### config.mk
export PLATFORM = sky130hd
export DESIGN_NAME = main_sched
export DESIGN_NICKNAME = d
export VERILOG_FILES = /design/src/rtl/main_sched_pkg.sv /design/src/rtl/main_sched_rr_arb2.sv /design/src/rtl/main_sched.sv
export SDC_FILE = /design/constraint.sdc
export NUM_CORES = 1
export LEC_CHECK = 0
export CAP_MARGIN = 20
export CORE_MARGIN = 2
export CORE_UTILIZATION = 45
export DETAILED_ROUTE_END_ITERATION = 12
export DONT_BUFFER_PORTS = 1
export GPL_ROUTABILITY_DRIVEN = 0
export PLACE_DENSITY_LB_ADDON = 0.05
export RECOVER_POWER = 100
export SYNTH_ARGS = -nofsm -noshare
export SYNTH_HDL_FRONTEND = slang
export SYNTH_SLANG_ARGS = --single-unit
### constraint.sdc
create_clock -name clk -period 2.25 [get_ports clk]
set_input_delay 0.45 -clock clk [delete_from_list [all_inputs] [get_ports clk]]
set_output_delay 0.45 -clock clk [all_outputs]
set_load 0.005 [all_outputs]
### src/rtl/main_sched_pkg.sv
// Shared types and constants for the two-requester scheduler of the main unit.
package main_sched_pkg;

    typedef enum logic [2:0] {
        IDLE = 3'd0,
        LOAD = 3'd1,
        RUN  = 3'd2,
        WAIT = 3'd3,
        DONE = 3'd4
    } state_t;

    // Unit regime that leaves the processing unit switched off.
    localparam logic [1:0] MODE_OFF = 2'b00;

    typedef struct packed {
        logic [7:0] y;
        logic [2:0] s;
        logic       b;
    } result_t;

    localparam result_t RESULT_ZERO = {8'h00, 3'b000, 1'b0};

    // Pointer value that favours the requester that was not just served.
    function automatic logic other_ptr(input logic [1:0] served);
        return served[0];
    endfunction

endpackage

### src/rtl/main_sched_rr_arb2.sv
// Two-way round-robin pick: the pointer breaks ties, a lone candidate always wins.
module rr_arb2 (
    input  logic [1:0] cand,
    input  logic       ptr,
    output logic [1:0] win
);

    // One-hot winner from the candidate set and the preferred index.
    always_comb begin
        win = 2'b00;
        case (cand)
            2'b01:   win = 2'b01;
            2'b10:   win = 2'b10;
            2'b11:   win = ptr ? 2'b10 : 2'b01;
            default: win = 2'b00;
        endcase
    end

endmodule

### src/rtl/main_sched.sv
// Round-robin scheduler sequencing jobs from two requesters into the main unit.
module main_sched #(
    parameter int TIMEOUT = 64
) (
    input  logic       clk,
    input  logic       rst,
    input  logic [1:0] req,
    input  logic [1:0] mode0,
    input  logic [1:0] mode1,
    input  logic [7:0] data0,
    input  logic [7:0] data1,
    output logic [1:0] gnt,
    output logic [1:0] ack,
    output logic       err,
    output logic [7:0] res_y,
    output logic [2:0] res_s,
    output logic       res_b,
    output logic       busy,
    output logic [1:0] unit_on,
    output logic       unit_start,
    output logic [7:0] unit_x,
    input  logic       unit_active,
    input  logic [7:0] unit_y,
    input  logic [2:0] unit_s,
    input  logic       unit_b
);
    import main_sched_pkg::*;

    localparam int              CW       = $clog2(TIMEOUT);
    localparam logic [CW-1:0]   CNT_LAST = CW'(TIMEOUT - 32'sd1);
    localparam logic [CW-1:0]   CNT_ONE  = CW'(32'sd1);

    state_t        state_r;
    logic          ptr_r;
    logic [1:0]    mask_r;
    logic [CW-1:0] cnt_r;
    result_t       res_r;

    logic [1:0]    cand_s;
    logic [1:0]    win_s;
    logic [1:0]    sel_mode_s;
    logic [7:0]    sel_data_s;
    logic          done_ok_s;
    logic          tmo_s;

    // The requester served last sits out the first IDLE cycle after DONE.
    assign cand_s = req & ~mask_r;

    rr_arb2 u_arb (
        .cand (cand_s),
        .ptr  (ptr_r),
        .win  (win_s)
    );

    // Route the winner's regime and operand toward the launch registers.
    always_comb begin
        sel_mode_s = MODE_OFF;
        sel_data_s = 8'h00;
        if (win_s[1]) begin
            sel_mode_s = mode1;
            sel_data_s = data1;
        end else begin
            sel_mode_s = mode0;
            sel_data_s = data0;
        end
    end

    // Completion is the falling edge of active seen in WAIT; it beats a same-cycle timeout.
    assign done_ok_s = (state_r == WAIT) && !unit_active;
    assign tmo_s     = ((state_r == RUN) || (state_r == WAIT)) && (cnt_r == CNT_LAST) && !done_ok_s;

    assign res_y = res_r.y;
    assign res_s = res_r.s;
    assign res_b = res_r.b;

    // Scheduler FSM; every output is a register updated here.
    always_ff @(posedge clk) begin
        if (rst) begin
            state_r    <= IDLE;
            ptr_r      <= 1'b0;
            mask_r     <= 2'b00;
            cnt_r      <= {CW{1'b0}};
            res_r      <= RESULT_ZERO;
            gnt        <= 2'b00;
            ack        <= 2'b00;
            err        <= 1'b0;
            busy       <= 1'b0;
            unit_on    <= MODE_OFF;
            unit_start <= 1'b0;
            unit_x     <= 8'h00;
        end else begin
            case (state_r)
                IDLE: begin
                    mask_r <= 2'b00;
                    if (win_s != 2'b00) begin
                        gnt  <= win_s;
                        busy <= 1'b1;
                        if (sel_mode_s == MODE_OFF) begin
                            // Illegal regime: answer at once, never touch the unit.
                            state_r <= DONE;
                            ack     <= win_s;
                            err     <= 1'b1;
                            res_r   <= RESULT_ZERO;
                        end else begin
                            state_r    <= LOAD;
                            unit_on    <= sel_mode_s;
                            unit_x     <= sel_data_s;
                            unit_start <= 1'b1;
                        end
                    end
                end
                LOAD: begin
                    unit_start <= 1'b0;
                    cnt_r      <= {CW{1'b0}};
                    state_r    <= RUN;
                end
                RUN, WAIT: begin
                    if (done_ok_s) begin
                        res_r   <= {unit_y, unit_s, unit_b};
                        err     <= 1'b0;
                        ack     <= gnt;
                        unit_on <= MODE_OFF;
                        state_r <= DONE;
                    end else if (tmo_s) begin
                        res_r   <= RESULT_ZERO;
                        err     <= 1'b1;
                        ack     <= gnt;
                        unit_on <= MODE_OFF;
                        state_r <= DONE;
                    end else begin
                        cnt_r <= cnt_r + CNT_ONE;
                        if ((state_r == RUN) && unit_active) begin
                            state_r <= WAIT;
                        end
                    end
                end
                DONE: begin
                    ack     <= 2'b00;
                    err     <= 1'b0;
                    gnt     <= 2'b00;
                    busy    <= 1'b0;
                    ptr_r   <= other_ptr(gnt);
                    mask_r  <= gnt;
                    state_r <= IDLE;
                end
                default: begin
                    state_r    <= IDLE;
                    mask_r     <= 2'b00;
                    gnt        <= 2'b00;
                    ack        <= 2'b00;
                    err        <= 1'b0;
                    busy       <= 1'b0;
                    unit_on    <= MODE_OFF;
                    unit_start <= 1'b0;
                end
            endcase
        end
    end

endmodule

==> Flow_metrics.wiki <==
{| class="wikitable"
! Metric !! Value
|-
| Hold Violations, Final || 0
|-
| Clock Sinks || 41
|-
| Power Total || 2.69 mW
|-
| Standard-cell rows || 23
|-
| Critical-path cell with the highest stage delay || sky130_fd_sc_hd__dfxtp_1
|-
| Avg Vias per Cell || 6.09
|-
| Detail Placement HPWL || 3130 µm
|-
| Die width || 70.0 µm
|-
| Overall via count from detail_route || 1546
|-
| Num CTS Buffers || 5
|-
| Power density cells || 1300 nW/µm²
|-
| Worst EP required || 2440 ps
|-
| Pin count of the biggest net entering global routing || 28
|-
| Post-Synthesis Mean Instance Area || 9.60 µm²
|-
| Placed Cells incl. Taps || 246
|-
| Die ar. || 4900 µm²
|-
| Synth unique cells || 55
|-
| Clock root buffer || sky130_fd_sc_hd__clkbuf_8
|-
| Total negative slack || 0 ps
|-
| Sequential fraction of the synthesis area || 41.9%
|-
| Largest incremental delay on the critical path || 400 ps
|-
| Path depth of the worst reg2reg path || 6
|-
| Core box area || 4090 µm²
|-
| Global-route usage over all layers || 18.3%
|-
| Average detailed-routed wire length per instance || 16.9 µm
|-
| Max clock buf depth || 2
|-
| FF-to-FF setup slack || 210 ps
|-
| Number of antenna violations at the first check in global routing || 0
|-
| Syn_nets || 242
|-
| Status || finished, final reports clean
|-
| Fraction of registers with async set or reset after synthesis || 0%
|-
| Fraction of layout instances using a drive strength above 1 || 11.3%
|-
| H-Tree Level Count || 2
|-
| Crit Path Class || reg -> reg
|-
| Kind of cell adding the most delay to the critical path || compound AO/OA/AOI/OAI gates
|-
| Class of the tightest hold or removal check || in -> reg
|-
| Number of stages on the worst setup path || 6
|-
| Endpoint of the worst register-to-register path || res_y[3]
|-
| Final critical-path share of the clock period || 90.6%
|-
| Clock Pin Slew Worst Setup and Hold Paths || 80 ps
|-
| Worst Path Buf+Inv || 0
|-
| Top-Level Pins || 66
|-
| Via count of the first global-routing pass || 1466
|-
| Gate count after technology mapping || 204
|-
| First-pass GRT wire length || 7180 µm
|-
| Crit path from || cnt_r[0]
|-
| TritonRoute pass-1 iters || 4
|-
| Worst Path Arrival || 2230 ps
|-
| Area growth from synthesis to layout || 6.07%
|-
| Worst slew pin tran || 493 ps
|-
| Quantity of I/O buffers inserted on ports || 0
|-
| Net count, final || 241
|-
| Number of flops mapped to enable cells by yosys || 0
|-
| Cell-by-cell trace of the critical path || ha_1 -> nand3_2 -> o211ai_2 -> and2_1 -> a41oi_4 -> a22o_1
|-
| Y dimension of the die || 70.0 µm
|-
| Highest clock rate || 491 MHz
|-
| #FFs+latches synth || 41
|-
| Number of diodes || 0
|-
| Synth Warn # || 0
|-
| Max capacitance violation total || 0
|-
| Min Tclk post-route || 2040 ps
|-
| Startpoint type of the worst setup path || flop
|-
| Remaining antenna violation count || 0
|-
| Source-to-sink clock delay at the later pin of the worst-skew pair || 300 ps
|-
| Initial Util || 47.9%
|-
| Sum of routed wire length over all layers || 4280 µm
|-
| Count of final max-slew check failures || 0
|-
| Most frequent standard cell in the layout excluding fill and tap cells || sky130_fd_sc_hd__dfxtp_1
|-
| Post-route insts no fill || 254
|-
| Predominant post-synthesis flop cell || sky130_fd_sc_hd__dfxtp_1
|-
| Crit path capture type || flop
|-
| Peak supply drop || 0.656 mV
|-
| Leading cell types in the layout, fill and taps excluded || 41 x sky130_fd_sc_hd__dfxtp_1, 24 x sky130_fd_sc_hd__nor2_1, 16 x sky130_fd_sc_hd__nand2_1, 12 x sky130_fd_sc_hd__a22o_1, 11 x sky130_fd_sc_hd__mux2i_1
|-
| Final core occ || 50.8%
|-
| Netlist area before placement || 1960 µm²
|-
| Leftover overflow at the end of global routing || 0
|-
| Clock skew || 5.70 ps
|-
| Launch instance of the worst register-to-register path || cnt_r[0]
|-
| Remaining max-slew budget at the tightest pin || 67.1%
|-
| Leak || 0.735 nW
|-
| Number of setup violations in the final report || 0
|-
| Highest net fanout along the worst path || 12
|-
| Count of routing violations after the opening detailed-route iteration || 90
|-
| Setup repair after global routing missed its margin || false
|-
| Layout filler cell count || 401
|-
| Clock tree from TritonCTS || yes
|-
| Post-route DRC violation count || 0
|-
| Critical Path End || res_y[3]
|}
==> timing repair <==
item / CTS / global route
gates resized for setup: 0 / 1
setup buffers: 0 / 0
endpoints found under the setup margin: 0 / 12
hold buffers: 0 / 0
==> flip-flops by register name, summed over array words and instances, names as in the netlist <==
name        flops
ack             2
res_s           3
unit_on         2
ptr_r           1
res_y           8
err             1
res_b           1
unit_start      1
busy            1
unit_x          8
gnt             2
mask_r          2
cnt_r           6
state_r         3
==> kinds of logic after synthesis <==
kind of cell / after synthesis / synth area share (%)
AND/OR/NAND/NOR: 74 / 20.8
flip-flops: 41 / 41.9
multiplexers: 11 / 5.62
adder cells (fa/ha/maj): 1 / 0.639
XOR/XNOR: 3 / 1.34
buffers and inverters: 15 / 4.22
AO/OA/AOI/OAI: 59 / 25.4
==> worst register-to-register path: stages, from the launching register on <==
cell and delay (ps):
sky130_fd_sc_hd__dfxtp_1 400, sky130_fd_sc_hd__ha_1 200, sky130_fd_sc_hd__nand3_2 180, sky130_fd_sc_hd__o211ai_2 240
sky130_fd_sc_hd__and2_1 330, sky130_fd_sc_hd__a41oi_4 270, sky130_fd_sc_hd__a22o_1 300
==> final cells by class <==
type,instances,area (µm²),share of cell area [%]
multi-input combinational,148,1050,50.4
sequential,41,821,39.5
clock buffer,5,68.8,3.31
tap,50,62.6,3.01
clock inverter,3,46.3,2.23
timing repair buffer,4,21.3,1.02
inverter,3,11.3,0.542
==> power by group <==
group	total [mW]	switching (mW)	internal [mW]
combinational	1.01	0.618	0.396
sequential	1.08	0.187	0.892
clock	0.599	0.267	0.332
==> synth_stat cells (all sizes together), types with 2 or more instances <==
library cell  count  area (µm²)
a211oi            8        65.1
a21boi            2        15.0
a21o              2        15.0
a21oi             9        45.0
a22o             12         105
a22oi             2        15.0
a31oi             2        12.5
a32o              2        20.0
and3              3        18.8
buf               6        48.8
clkbuf            6        22.5
dfxtp            41         821
inv               3        11.3
mux2i            11         110
nand2            16        60.1
nand2b            3        26.3
nand3             4        25.0
nand4             2        12.5
nor2             24        92.6
nor2b             2        12.5
nor3              5        25.0
o211ai            4        35.0
o21ai             2        13.8
o21ba             3        30.0
o21bai            2        15.0
o311ai            2        17.5
or3               3        18.8
or4b              2        20.0
xnor2             2        17.5
==> through the flow <==
| step | setup WS, ps | cell area, µm² | hold slack (ps) |
|---|---|---|---|
| floorplan | 440 | 1960 | 441 |
| global placement | 231 | 1980 | 450 |
| detailed placement | 145 | 1980 | 453 |
| CTS | 136 | 2090 | 200 |
| global route | 45.5 | 2080 | 190 |
| finish | 212 | 2080 | 212 |
==> per-layer routing <==
layer	share of wire [%]	GRT usage [%]	up-vias	wire, µm
li1	-	-	762	-
met1	44	24.3	710	1890
met2	45	26.3	67	1950
met3	9.1	8.08	7	390
met4	1.4	6.20	0	59
met5	0	0	-	0
==> how the worst min path moves through the flow <==
stage	start	end	slack (ps)	cells after the start
6_report	rst	unit_x[0]	210	1
5_1_grt	rst	unit_x[0]	190	1
4_1_cts	rst	unit_x[0]	200	1
3_5_place_dp	mask_r[1]	mask_r[1]	450	2
3_3_place_gp	mask_r[1]	mask_r[1]	450	2
2_1_floorplan	mask_r[1]	mask_r[1]	440	2
(Power assumes the default switching activity.)
